**src/rtl/div_sqrt_mvp_issue_ctrl.sv**
```systemverilog
// Issue/response sequencer for the div/sqrt MVP unit.
// Holds one tagged request, starts the unit, and returns its result or a watchdog timeout.
module div_sqrt_mvp_issue_ctrl #(
  parameter int TAG_W        = 4,
  parameter int UNIT_OUT_DLY = 2,
  parameter int TIMEOUT_CYC  = 64
) (
  input  logic             Clk_CI,
  input  logic             Rst_RI,
  input  logic             In_valid_SI,
  output logic             In_ready_SO,
  input  logic             In_op_SI,
  input  logic [63:0]      In_operand_a_DI,
  input  logic [63:0]      In_operand_b_DI,
  input  logic [2:0]       In_rm_SI,
  input  logic [5:0]       In_prec_SI,
  input  logic [1:0]       In_fmt_SI,
  input  logic [TAG_W-1:0] In_tag_DI,
  input  logic             Flush_SI,
  output logic             Div_start_SO,
  output logic             Sqrt_start_SO,
  output logic [63:0]      Operand_a_DO,
  output logic [63:0]      Operand_b_DO,
  output logic [2:0]       RM_SO,
  output logic [5:0]       Precision_ctl_SO,
  output logic [1:0]       Format_sel_SO,
  output logic             Kill_SO,
  input  logic [63:0]      Unit_result_DI,
  input  logic [4:0]       Unit_fflags_SI,
  input  logic             Unit_ready_SI,
  input  logic             Unit_done_SI,
  output logic             Out_valid_SO,
  input  logic             Out_ready_SI,
  output logic [63:0]      Out_result_DO,
  output logic [4:0]       Out_fflags_SO,
  output logic [TAG_W-1:0] Out_tag_DO,
  output logic             Out_timeout_SO,
  output logic             Busy_SO
);

  typedef enum logic [2:0] {
    IDLE,
    ISSUE,
    WAIT,
    DRAIN,
    HOLD
  } state_e;

  localparam logic [7:0] TMO_LAST = 8'(TIMEOUT_CYC - 1);
  localparam logic [7:0] DRN_LEN  = 8'(UNIT_OUT_DLY);

  state_e           state_q, state_d;
  logic [7:0]       cnt_q, cnt_d;
  logic             pend_q, pend_d;
  logic             op_q, op_d;
  logic [63:0]      a_q, a_d;
  logic [63:0]      b_q, b_d;
  logic [2:0]       rm_q, rm_d;
  logic [5:0]       prec_q, prec_d;
  logic [1:0]       fmt_q, fmt_d;
  logic [TAG_W-1:0] tag_q, tag_d;
  logic [63:0]      res_q, res_d;
  logic [4:0]       flg_q, flg_d;
  logic             tmo_q, tmo_d;

  always_ff @(posedge Clk_CI or posedge Rst_RI) begin
    if (Rst_RI) begin
      state_q <= IDLE;
      cnt_q   <= '0;
      pend_q  <= 1'b0;
      op_q    <= 1'b0;
      a_q     <= '0;
      b_q     <= '0;
      rm_q    <= '0;
      prec_q  <= '0;
      fmt_q   <= '0;
      tag_q   <= '0;
      res_q   <= '0;
      flg_q   <= '0;
      tmo_q   <= 1'b0;
    end else begin
      state_q <= state_d;
      cnt_q   <= cnt_d;
      pend_q  <= pend_d;
      op_q    <= op_d;
      a_q     <= a_d;
      b_q     <= b_d;
      rm_q    <= rm_d;
      prec_q  <= prec_d;
      fmt_q   <= fmt_d;
      tag_q   <= tag_d;
      res_q   <= res_d;
      flg_q   <= flg_d;
      tmo_q   <= tmo_d;
    end
  end

  always_comb begin
    state_d       = state_q;
    cnt_d         = cnt_q;
    pend_d        = pend_q;
    op_d          = op_q;
    a_d           = a_q;
    b_d           = b_q;
    rm_d          = rm_q;
    prec_d        = prec_q;
    fmt_d         = fmt_q;
    tag_d         = tag_q;
    res_d         = res_q;
    flg_d         = flg_q;
    tmo_d         = tmo_q;
    Div_start_SO  = 1'b0;
    Sqrt_start_SO = 1'b0;
    Kill_SO       = 1'b0;
    unique case (state_q)
      IDLE: begin
        if (In_valid_SI) begin
          op_d    = In_op_SI;
          a_d     = In_operand_a_DI;
          b_d     = In_operand_b_DI;
          rm_d    = In_rm_SI;
          prec_d  = In_prec_SI;
          fmt_d   = In_fmt_SI;
          tag_d   = In_tag_DI;
          state_d = ISSUE;
        end
      end
      ISSUE: begin
        if (Flush_SI) begin
          state_d = IDLE;
        end else if (Unit_ready_SI) begin
          Div_start_SO  = ~op_q;
          Sqrt_start_SO = op_q;
          cnt_d         = '0;
          state_d       = WAIT;
        end
      end
      WAIT: begin
        // Unit ready is not trusted here: its delayed copy may still read 1.
        if (Flush_SI) begin
          Kill_SO = 1'b1;
          pend_d  = 1'b0;
          cnt_d   = DRN_LEN;
          state_d = DRAIN;
        end else if (Unit_done_SI) begin
          res_d   = Unit_result_DI;
          flg_d   = Unit_fflags_SI;
          tmo_d   = 1'b0;
          state_d = HOLD;
        end else if (cnt_q == TMO_LAST) begin
          Kill_SO = 1'b1;
          pend_d  = 1'b1;
          cnt_d   = DRN_LEN;
          state_d = DRAIN;
        end else begin
          cnt_d = cnt_q + 8'd1;
        end
      end
      DRAIN: begin
        if (cnt_q == 8'd0) begin
          if (pend_q) begin
            res_d   = '0;
            flg_d   = '0;
            tmo_d   = 1'b1;
            pend_d  = 1'b0;
            state_d = HOLD;
          end else begin
            state_d = IDLE;
          end
        end else begin
          cnt_d = cnt_q - 8'd1;
        end
      end
      HOLD: begin
        if (Flush_SI || Out_ready_SI) begin
          state_d = IDLE;
        end
      end
      default: state_d = IDLE;
    endcase
  end

  assign In_ready_SO      = (state_q == IDLE) && !Rst_RI;
  assign Busy_SO          = (state_q != IDLE);
  assign Out_valid_SO     = (state_q == HOLD);
  assign Operand_a_DO     = a_q;
  assign Operand_b_DO     = b_q;
  assign RM_SO            = rm_q;
  assign Precision_ctl_SO = prec_q;
  assign Format_sel_SO    = fmt_q;
  assign Out_result_DO    = res_q;
  assign Out_fflags_SO    = flg_q;
  assign Out_tag_DO       = tag_q;
  assign Out_timeout_SO   = tmo_q;

endmodule
```
**config.mk**
```make
export PLATFORM = sky130hd
export DESIGN_NAME = div_sqrt_mvp_issue_ctrl
export DESIGN_NICKNAME = d
export VERILOG_FILES = /design/src/rtl/div_sqrt_mvp_issue_ctrl.sv
export SDC_FILE = /design/constraint.sdc
export NUM_CORES = 1
export LEC_CHECK = 0
export ABC_AREA = 1
export CORE_AREA = 2 2 173 175
export CTS_BUF_LIST = sky130_fd_sc_hd__clkbuf_4
export DETAILED_ROUTE_END_ITERATION = 8
export DIE_AREA = 0 0 175 177
export PLACE_DENSITY = 0.62
export RECOVER_POWER = 25
export SLEW_MARGIN = 20
export SYNTH_ARGS = -nofsm -noshare
export SYNTH_HDL_FRONTEND = slang
export SYNTH_SLANG_ARGS = --single-unit
```
**constraint.sdc**
```tcl
create_clock -name Clk_CI -period 23 [get_ports Clk_CI]
set_clock_uncertainty 0.1 [all_clocks]
set_input_delay 4.6 -clock Clk_CI [delete_from_list [all_inputs] [get_ports Clk_CI]]
set_output_delay 4.6 -clock Clk_CI [all_outputs]
set_load 0.03 [all_outputs]
```
# Word-level counts from Yosys, hierarchy flattened
# Cells that the tools add are included.
# op_classes
bitwise,1
addsub,2
n_reduce_logical,13
mux,47
eq_ne,18
# ops
op,n
two-way mux 64 bit,4
case mux 64 bit (2 select lines),1
two-way mux 8 bit,6
two-way mux 3 bit,9
case mux 8 bit (3 select lines),1
two-way mux 5 bit,4
two-way mux 1 bit,18
"!= test 2 bit, second input constant",8
case mux 3 bit (5 select lines),1
AND reduction 5 bit,3
case mux 5 bit (2 select lines),1
"!= test 3 bit, second input constant",3
"adder 8 x 1 -> 8 bit, second input constant",1
"equality test 8 x 6 -> 1 bit, second input constant",1
logical NOT 8 bit,1
"subtractor 8 x 1 -> 8 bit, second input constant",1
"equality test 3 x 2 -> 1 bit, second input constant",2
nonzero test 3 bit,2
"!= test 4 bit, second input constant",1
case mux 1 bit (2 select lines),2
AND reduction 4 bit,1
"equality test 3 x 1 -> 1 bit, second input constant",1
"equality test 3 bit, second input constant",1
logical NOT 3 bit,1
7 further kinds,7
# word_totals
input_bits,220
word_cells,94
reg_bits,226
out_inout_bits,219

# Longest topological paths before layout
# depth
ltp_word,5
mapped_depth,10
depth_no_buf,10

# Worst setup path before layout
# Ideal clock, no wire load.
# synth_path
path_kind,input to output
start,input port Flush_SI
end,output port Sqrt_start_SO
required_time_ns,18.300
arrival_ns,5.557
stages,3
path_buffers,0
path_slack_ns,12.743
cell_sequence,inv_1 nand2_1 nor3b_1
# synth_via
elab_chain_len,2
# synth_lines
element,line,source
start: declaration,19,"input logic Flush_SI,"
two-way mux 1 bit,129,if (Flush_SI) begin
two-way mux 1 bit,115,unique case (state_q)
end: declaration,21,"output logic Sqrt_start_SO,"
# Every way passes these cells.

# Worst setup path after layout
# Same ends and word-level chain as after synthesis.

==> run_results.csv <==
group,metric,value,unit
floorplanning,die_h,177,um
placement,place_inst,1580,
logic_synthesis,synth-simple-area-share,14.6,%
hold_path,hold_class,"flop to flop",
sta,timing.final.hold_violations,0,
sta,worst_pin_slew,4910,ps
sta,post-route-period-util,48.8,%
worst_setup_path,cpMaxStageDelayCell,"clkdlybuf4s50_1",
hold_path,worstHoldStart,"Out_result_DO[1]",
clocking,post_cts_resize_count,0,
floorplanning,core,29200,sq um
logic_synthesis,ys_ff_latch,226,
floorplanning,boundaryPins,439,
logic_synthesis,synthAdderAreaFrac,0.278,%
placement,port_buffers,438,
sta,slew_headroom,-229,%
power_and_ir_drop,p_clk_share,15.4,%
floorplanning,die-area,31000,sq um
detailed_routing,vias,7328,
logic_synthesis,ys_warn_count,0,
clocking,root_buffer,"clkbuf_4",
logic_synthesis,syn_avg_cell_area,11.6,sq um
cells_and_area,areaGrowthSynthToFinish,60.8,%
power_and_ir_drop,power.sequential.fraction,31.1,%
cells_and_area,stdcell_count,1689,
logic_synthesis,synth_top_family_by_area,"multiplexers",
logic_synthesis,synthMuxAreaShare,18.0,%
sta,setup_viol,0,
worst_setup_path,reg2reg_slack,17600,ps
clocking,cts_hold_buffers,0,
floorplanning,die_w,175,um
logic_synthesis,synth_compound_area_share,1.15,%
grt,grt_antenna_before_repair,2,
detailed_routing,detail_route.wl_per_cell,16.5,um
worst_setup_path,r2r_start,"state_q[0]",
cells_and_area,layout_common_cells,"clkdlybuf4s50_1, nand2_1, dfrtp_1, mux2_2, clkbuf_4",
worst_setup_path,cp_top_family,"buffers and inverters",
floorplanning,std_cell_rows,63,
grt,grt_max_degree,108,
sta,rsz0062_at_grt,"no",
detailed_routing,wirelength,27.8,mm
sta,finalMaxSlewViolations,179,
placement,hpwlAfterDp,20.3,mm
worst_setup_path,cp-start-kind,"primary input",
worst_setup_path,cp.required,18300,ps
sta,fmax,0.0890,GHz
clocking,htreeDepth,2,
floorplanning,start_util,30.8,%
power_and_ir_drop,total_power,2250,uW
logic_synthesis,synthXorXnorAreaFrac,0.0971,%
worst_setup_path,crit_chain,"dlygate4sd3_1 > inv_1 > nand2_1 > nor3b_1 > clkdlybuf4s50_1",
worst_setup_path,critPathMaxFanout,7,
grt,grt-ovfl-total,0,
clocking,clk_pin_slew,60,ps
logic_synthesis,synth_area,9020,sq um
clocking,clkLatencyLatePin,660,ps
job,drv_cap,2,
status,violations,"capacitance limit, slew limit",
power_and_ir_drop,p_sw_share,42.0,%
worst_setup_path,crit_type,"primary input to output pin",
power_and_ir_drop,leakagePower,0.00654,uW
cells_and_area,fill_cells,2737,
grt,grt_usage,17.6,%
cells_and_area,multi_input_area,3080,sq um
detailed_routing,drtIter0Drc,291,
grt,grt_pass1_vias,7705,
power_and_ir_drop,ir_worst_vdd,0.0000763,V
detailed_routing,drc,0,
clocking,cts_buffer_depth,3,
cells_and_area,fin_nets,1475,
worst_setup_path,max_stage_delay,700,ps
grt,grt_pass1_wl,42.7,mm
clocking,cts_setup_buffers,0,
clocking,cts.sinks,226,
cells_and_area,regArea,5660,sq um
cells_and_area,drive_above_1_share,18.2,%
power_and_ir_drop,power_density,155,nW/um^2
logic_synthesis,synth-seq-area-share,62.7,%
power_and_ir_drop,switchingPower,946,uW
logic_synthesis,synthCells,778,
clocking,cts_tree,"yes",
power_and_ir_drop,combPwrFrac,53.5,%
cells_and_area,final_common_cell,"clkdlybuf4s50_1",
detailed_routing,firstDrtPassIters,4,
status,status,"finished, violations left",
logic_synthesis,synth.net_count,1000,
placement,gp_congestion,0.849,
sta,fin_setup_tns,0,ps
worst_setup_path,worstSetupEndpointType,"output pin",
logic_synthesis,synthDistinctLibCells,28,
clocking,numCtsBuffers,61,
worst_setup_path,worstPathArrival,6530,ps
detailed_routing,viasPerCell,4.34,
worst_setup_path,crit_buf_inv,3,
power_and_ir_drop,p_int,1310,uW
sta,min_period,11230,ps
detailed_routing,antenna_left,0,
worst_setup_path,crit_start,"Flush_SI",
[power groups by stage]
| stage | Sequential [uW] | Combinational, uW | Clock, uW |
|---|---|---|---|
| 2_1_floorplan | 1060 | 336 | 0 |
| 4_1_cts | 701 | 1210 | 364 |
| 3_5_place_dp | 705 | 1210 | 0 |
| 6_report | 700 | 1200 | 348 |
| 3_3_place_gp | 698 | 1200 | 0 |
| 5_1_grt | 727 | 1280 | 387 |
[routing by layer]
metal / vias to the layer above / global-route usage (%) / routed length [um]
li1: 3514 / - / -
met1: 3432 / 20.5 / 11100
met2: 332 / 29.5 / 13400
met3: 50 / 6.94 / 2700
met4: 0 / 6.08 / 633
met5: - / 0 / 0
[through the flow]
step | instance area (sq um) | hold WS (ps) | setup WS (ps) | util [%]
2_1_floorplan | 9020 | 342 | 12110 | -
3_5_place_dp | 13800 | 358 | 11840 | 47.0
5_1_grt | 14500 | 394 | 11650 | 49.6
3_3_place_gp | 13800 | 354 | 11840 | 47.0
4_1_cts | 14500 | 373 | 11840 | 49.6
6_report | 14500 | 367 | 11770 | 49.6
[flip-flops by register name, indices dropped and copies added, names as in the netlist]
register,count
Out_fflags_SO,5
pend_q,1
Precision_ctl_SO,6
Out_timeout_SO,1
cnt_q,8
Format_sel_SO,2
Operand_b_DO,64
state_q,3
Out_result_DO,64
Operand_a_DO,64
op_q,1
RM_SO,3
Out_tag_DO,4
[cell families (layout without fill, tap and decap cells)]
| family | after synthesis | in the layout |
|---|---|---|
| buffers and inverters | 54 | 573 |
| AOI/OAI and AO/OA | 19 | 19 |
| xor gates and xnor gates | 1 | 1 |
| adders and majority gates | 2 | 2 |
| other | 0 | 2 |
| and+or+nand+nor | 332 | 332 |
| muxes | 144 | 144 |
| DFF | 226 | 226 |
[final cells by class]
| cell class | instances | area share (%) |
|---|---|---|
| diodes | 2 | 0.0345 |
| clock buffers | 94 | 4.87 |
| clock inverters | 13 | 0.371 |
| inverters | 22 | 0.578 |
| multi-input cells | 498 | 21.3 |
| flip-flops and latches | 226 | 39.0 |
| well taps | 390 | 3.37 |
| repair buffers | 444 | 30.5 |
[path summary, 6_finish.rpt]
| kind | depth (start not counted) | endpoint |
|---|---|---|
| max | 5 | Sqrt_start_SO |
| min | 2 | Out_result_DO[1] |
| max in group asynchronous | 3 | Operand_a_DO[19] |
| max reg2reg | 5 | Operand_a_DO[54] |
| min in group asynchronous | 2 | Out_result_DO[19] |
| min reg2reg | 2 | Out_result_DO[1] |
[cell usage after synthesis]
cell | n | area, sq um
nand3_1 | 17 | 85.1
o31ai_1 | 1 | 7.51
buf_4 | 1 | 7.51
o21ai_0 | 11 | 55.1
nor2_1 | 28 | 105
nor3_1 | 2 | 10.0
buf_6 | 7 | 78.8
a21oi_1 | 4 | 20.0
nand2_1 | 273 | 1020
nand3_2 | 2 | 20.0
inv_1 | 16 | 60.1
nand2_2 | 2 | 12.5
buf_2 | 24 | 120
o21bai_1 | 1 | 7.51
nand4_1 | 3 | 18.8
nor2_4 | 1 | 11.3
nor3b_1 | 1 | 7.51
o21ai_2 | 1 | 8.76
o21ai_1 | 1 | 5.00
clkinv_1 | 1 | 3.75
mux2_1 | 24 | 270
dfrtp_1 | 226 | 5660
or2_2 | 1 | 6.26
nor2_2 | 2 | 12.5
mux2_2 | 120 | 1350
inv_2 | 5 | 18.8
xor2_1 | 1 | 8.76
ha_1 | 2 | 25.0
[tightest hold or removal path, delay by kind of cell (launching register included)]
| family | cells | cell delay, ps |
|---|---|---|
| flops | 1 | 340 |
| simple gates | 2 | 90 |
(Power assumes the default switching activity.)
